`config.mk`:
```
export PLATFORM = sky130hd
export DESIGN_NAME = gray_count_source
export DESIGN_NICKNAME = d
export VERILOG_FILES = /design/src/rtl/gray_pkg.sv /design/src/rtl/gray_step_checker.sv /design/src/rtl/gray_count_source.sv
export SDC_FILE = /design/constraint.sdc
export NUM_CORES = 1
export LEC_CHECK = 0
export ABC_AREA = 1
export CAP_MARGIN = 20
export CORE_MARGIN = 3
export CORE_UTILIZATION = 43
export DETAILED_ROUTE_END_ITERATION = 7
export PLACE_DENSITY = 0.76
export SYNTH_ARGS = -nofsm -noshare
export SYNTH_HDL_FRONTEND = slang
export SYNTH_SLANG_ARGS = --single-unit
```
`constraint.sdc`:
```
create_clock -name clk -period 1.4 [get_ports clk]
set_input_delay 0.14 -clock clk [delete_from_list [all_inputs] [get_ports clk]]
set_output_delay 0.14 -clock clk [all_outputs]
set_load 0.02 [all_outputs]
```
`src/rtl/gray_pkg.sv`:
```
// Shared types and helpers for the Gray-code count source and its step checker.
package gray_pkg;

   localparam int GRAY_DEFAULT_WIDTH = 4;
   localparam int GRAY_MAX_WIDTH     = 32;

   typedef enum logic [1:0] {
      IDLE  = 2'd0,
      RUN   = 2'd1,
      STALL = 2'd2
   } gen_state_e;

   // Callers zero-extend into and truncate out of the wide form to stay width-generic.
   function automatic logic [GRAY_MAX_WIDTH-1:0] bin2gray(input logic [GRAY_MAX_WIDTH-1:0] bin);
      return bin ^ (bin >> 1);
   endfunction

endpackage

```
`src/rtl/gray_step_checker.sv`:
```
// Flags any pair of consecutively accepted beats that do not differ in exactly one bit.
// The flag is sticky until reset; a load restarts the comparison.
module gray_step_checker
   import gray_pkg::*;
#(
   parameter int WIDTH = GRAY_DEFAULT_WIDTH
) (
   input  logic             clk,
   input  logic             rst_n,
   input  logic [WIDTH-1:0] beat,
   input  logic             accept,
   input  logic             restart,
   output logic             gray_err
);

   logic [WIDTH-1:0] prevBeat;
   logic             havePrev;
   logic             stepBad;

   assign stepBad = havePrev && ($countones(beat ^ prevBeat) != 1);

   // A restart in the same cycle as an accept still drops the history, so the
   // loaded value is never compared with the beat it replaces.
   always_ff @(posedge clk) begin
      if (!rst_n) begin
         prevBeat <= '0;
         havePrev <= 1'b0;
         gray_err <= 1'b0;
      end else begin
         if (accept) begin
            prevBeat <= beat;
            if (stepBad) begin
               gray_err <= 1'b1;
            end
         end
         if (restart) begin
            havePrev <= 1'b0;
         end else if (accept) begin
            havePrev <= 1'b1;
         end
      end
   end

endmodule

```
`src/rtl/gray_count_source.sv`:
```
// Gray-code beat source with valid/ready handshake, up/down count, load and wrap pulse.
// Optional GRAY_STEP_CHECK_EN adds a sticky gray_err output from a step checker.
module gray_count_source
   import gray_pkg::*;
#(
   parameter int WIDTH = GRAY_DEFAULT_WIDTH
) (
   input  logic             clk,
   input  logic             rst_n,
   input  logic             en,
   input  logic             up_dn,
   input  logic             load,
   input  logic [WIDTH-1:0] load_bin,
   input  logic             out_ready,
   output logic             out_valid,
   output logic [WIDTH-1:0] gray,
   output logic             wrap
`ifdef GRAY_STEP_CHECK_EN
   ,
   output logic             gray_err
`endif
);

   localparam logic [WIDTH-1:0] ALL_ONES = '1;

   gen_state_e       state, nextState;
   logic [WIDTH-1:0] cnt, nextCnt, nextGray;
   logic             nextWrap;
   logic             handshake;
   logic             loadTaken;

   assign out_valid = (state != IDLE);
   assign handshake = out_valid && out_ready;

   // STALL differs from RUN only in name: both present the held beat until accepted.
   always_comb begin
      nextState = state;
      nextCnt   = cnt;
      nextWrap  = 1'b0;
      loadTaken = 1'b0;
      case (state)
         IDLE: begin
            if (load) begin
               nextCnt   = load_bin;
               loadTaken = 1'b1;
            end
            if (en) begin
               nextState = RUN;
            end
         end
         RUN, STALL: begin
            if (handshake) begin
               if (load) begin
                  nextCnt   = load_bin;
                  loadTaken = 1'b1;
               end else if (up_dn) begin
                  nextCnt  = cnt + 1'b1;
                  nextWrap = (cnt == ALL_ONES);
               end else begin
                  nextCnt  = cnt - 1'b1;
                  nextWrap = (cnt == '0);
               end
               nextState = en ? RUN : IDLE;
            end else begin
               nextState = STALL;
            end
         end
         default: begin
            nextState = IDLE;
         end
      endcase
      nextGray = WIDTH'(bin2gray(GRAY_MAX_WIDTH'(nextCnt)));
   end

   always_ff @(posedge clk) begin
      if (!rst_n) begin
         state <= IDLE;
         cnt   <= '0;
         gray  <= '0;
         wrap  <= 1'b0;
      end else begin
         state <= nextState;
         cnt   <= nextCnt;
         gray  <= nextGray;
         wrap  <= nextWrap;
      end
   end

`ifdef GRAY_STEP_CHECK_EN
   gray_step_checker #(
      .WIDTH(WIDTH)
   ) u_step_checker (
      .clk      (clk),
      .rst_n    (rst_n),
      .beat     (gray),
      .accept   (handshake),
      .restart  (loadTaken),
      .gray_err (gray_err)
   );
`else
   logic unusedLoadTaken;
   assign unusedLoadTaken = loadTaken;
`endif

endmodule

```
==> results.md <==
* Synth Area per Inst at 6.82 sq um
* Crit path DAT at between 1.5 and 2 ns
* Area share of the largest cell type after synthesis at 27.7%
* Count of pins on the block boundary at 16
* Area taken by flip-flops and latches at 205 sq um
* Area of the mapped netlist at between 700 and 800 sq um
* Vias at 790
* Number of flops mapped to enable cells by yosys at 0
* Average routed wire per standard cell at approximately 12 um
* Unrepaired setup endpoints after global routing: yes
* X dimension of the die at 47.0 um
* Antenna viol nets, final at 0
* Port-buffer cells at 15
* Synthesis Warnings at 0
* Design Power at between 1 and 1.5 mW
* Final Cycle Share at 114%
* Proportion of layout cells with a drive suffix above 1 at 37.9%
* Residual DRC count at 0
* Slowest cell on the critical path: sky130_fd_sc_hd__fa_2
* Worst-margin pin slew at around 0.24 ns
* Share of the yosys chip area belonging to registers at 27.7%
* CP Cell Sequence: inv_2 > fa_2 > o21ai_2 > nand2_1 > nand4_1 > o21ai_4 > nand2_2 > nand2_2 > nor2_1
* Number of slew-limit violations in the final report at 0
* Antenna violations before repair at 0
* Remaining max-slew budget at the tightest pin at 84.1%
* Number of H-tree branching levels at 1
* Grt total ovfl at 0
* Core Region at approximately 1500 sq um
* Share of flip-flops with an asynchronous set or reset at 0%
* Worst-case clock buffer depth at 2
* Synth Flop Type: sky130_fd_sc_hd__dfxtp_1
* Maximum clock frequency at around 630 MHz
* Total routing usage reported by global routing at 18.0%
* Worst-case vdd ir drop at 0.000648 V
* Top library cells by usage in the layout, fill and taps aside: sky130_fd_sc_hd__nand2_1, sky130_fd_sc_hd__nor2_1, sky130_fd_sc_hd__buf_4, sky130_fd_sc_hd__clkdlybuf4s50_1, sky130_fd_sc_hd__inv_1
* Family with the most delay on the worst path: adder cells
* Number of inserted filler cells in the final layout at 135
* Data required time of the critical path at ~1.6 ns
* Number of buffers and inverters on the critical path at 1
* Most prevalent standard cell on the critical path: sky130_fd_sc_hd__nand2_2
* Tightest Hold Check Type: reg -> reg
* Final worst setup slack at -0.195 ns
* Count of state elements after synthesis at 10
* Iteration-0 DRC Markers at 11
* Instance count of the mapped netlist at 106
* Starting utilization of the core area at 46.9%
* CTS tree: done
* Height of the die at 47.0 um
* Violations in the final reports: setup timing
* Total CTS buffers at 3
* Vias per std cell at 5.06
* Final-report hold violation count at 0
* Area leader, netlist: sky130_fd_sc_hd__dfxtp_1
* Capturing element type of the critical path: flip-flop
* CTS clk-pin slew, worst paths at 0.06 ns
* Overall routed net length at 1900 um
* Cells taking the most area after synthesis: sky130_fd_sc_hd__dfxtp_1, sky130_fd_sc_hd__nand2_1, sky130_fd_sc_hd__nor2_1
* CTS sink cnt at 10
* Global-route wire length before repair at 2780 um
* Row count at 14
* Total area of multi-input combinational cells at 515 sq um
* Final Cell Area at 1110 sq um
* Post-layout minimum cycle time at 1.60 ns
* Layout Skew at 0.00778 ns
* Antenna diodes at 0
* Fin nets at 157
* Last weighted congestion value of the routability-driven placer at 0.801
* Vias in the first global route at between 700 and 800
* Max Cap Viol at 0
* Number of distinct library cells after synthesis at 24
* Clk_lat worst skew at 0.27 ns
* Pre-antenna DRT Iters at 4
* Number of failing setup endpoints in the final timing report at 5
* Die outline area at 2210 sq um
* Type of the worst setup path: reg -> reg
* Most common cell after layout, fill and taps aside: sky130_fd_sc_hd__nand2_1
* Largest fanout on the critical path at 5
* Final core occ at 71.9%
* Result of the run: finished, violations left
* P&R area growth vs syn at 53.3%
* Leakage dissipation at 0.522 nW
* Clock root buffer: sky130_fd_sc_hd__clkbuf_4
* Synthesized Nets at between 100 and 150
* Total negative slack for setup checks at -0.684 ns
* HPWL reported at the end of detailed placement at 1420 um
* Hold-fix buffers at CTS at 0
* Placed Area at 1010 sq um
* Critical path launch point type: flip-flop
* CP peak stage delay at 0.54 ns
* Power density of the placed cells at 1060 nW/um^2
* Largest net degree at the start of global routing at 7
## tightest hold or removal path: stages (launching register included)
cell and delay, ns:
sky130_fd_sc_hd__dfxtp_2 0.35, sky130_fd_sc_hd__a21oi_1 0.07, sky130_fd_sc_hd__nor2_1 0.07
## logic make-up after synthesis
logic type,after synthesis,share of synthesized area (%)
and+or+nand+nor,57,37.0
buffers and inverters,18,9.86
AOI/OAI and AO/OA,15,14.5
DFF,10,27.7
adders and majority gates,5,9.69
xor gates and xnor gates,1,1.21
## stage by stage
stage | hold WS, ns | setup WS (ns) | std cells
floorplan | 0.254 | -0.0461 | 106
global placement | 0.521 | -0.498 | 151
detailed placement | 0.541 | -0.538 | 151
CTS | 0.520 | -0.152 | 156
global route | 0.558 | -0.251 | 156
finish | 0.523 | -0.195 | 156
## routing by layer
layer,vias up,global-route usage [%],routed length (um)
met1,355,19.5,766
met4,0,4.97,40
li1,408,-,-
met5,-,0,0
met2,22,33.1,1010
met3,5,5.75,82
## synthesized netlist by cell type, drive strengths merged (2+ instances only)
cell type and n:
nand3 8, a21oi 4, nand4 3, nor2 16
nand2 27, ha 4, o21ai 8, inv 17
or2 2, dfxtp 10
## flip-flops by register name, summed over array words and instances, names as in the netlist
register / cells
cnt: 3
gray: 4
state: 2
wrap: 1
## area by class of cell
cell class	instances	share of cell area (%)
well taps	16	1.81
flip-flops and latches	10	18.5
multi-input cells	78	46.5
clock buffers	3	2.03
inverters	17	5.98
repair buffers	32	25.2
## what timing repair did
action,in CTS,in global routing
pin swaps,5,12
gates resized for setup,7,18
buffers inserted,2,0
setup endpoints to repair,9,8
## worst paths after layout
check                   startpoint               endpoint  slack [ns]  cells past startpoint
min          state[1]$_SDFFE_PN0P_  state[1]$_SDFFE_PN0P_        0.52                      2
max reg2reg      cnt[0]$_SDFF_PN0_     gray[1]$_SDFF_PN0_       -0.20                      9
max              cnt[0]$_SDFF_PN0_     gray[1]$_SDFF_PN0_       -0.20                      9
min reg2reg  state[1]$_SDFFE_PN0P_  state[1]$_SDFFE_PN0P_        0.52                      2
## power breakdown
part,switching [mW],internal (mW),leakage (nW)
logic,0.326,0.293,0.424
registers,0.0247,0.330,0.0840
clock network,0.0992,0.0994,0.0138
total,0.450,0.723,0.522
Power figures use the tool's default switching activity.
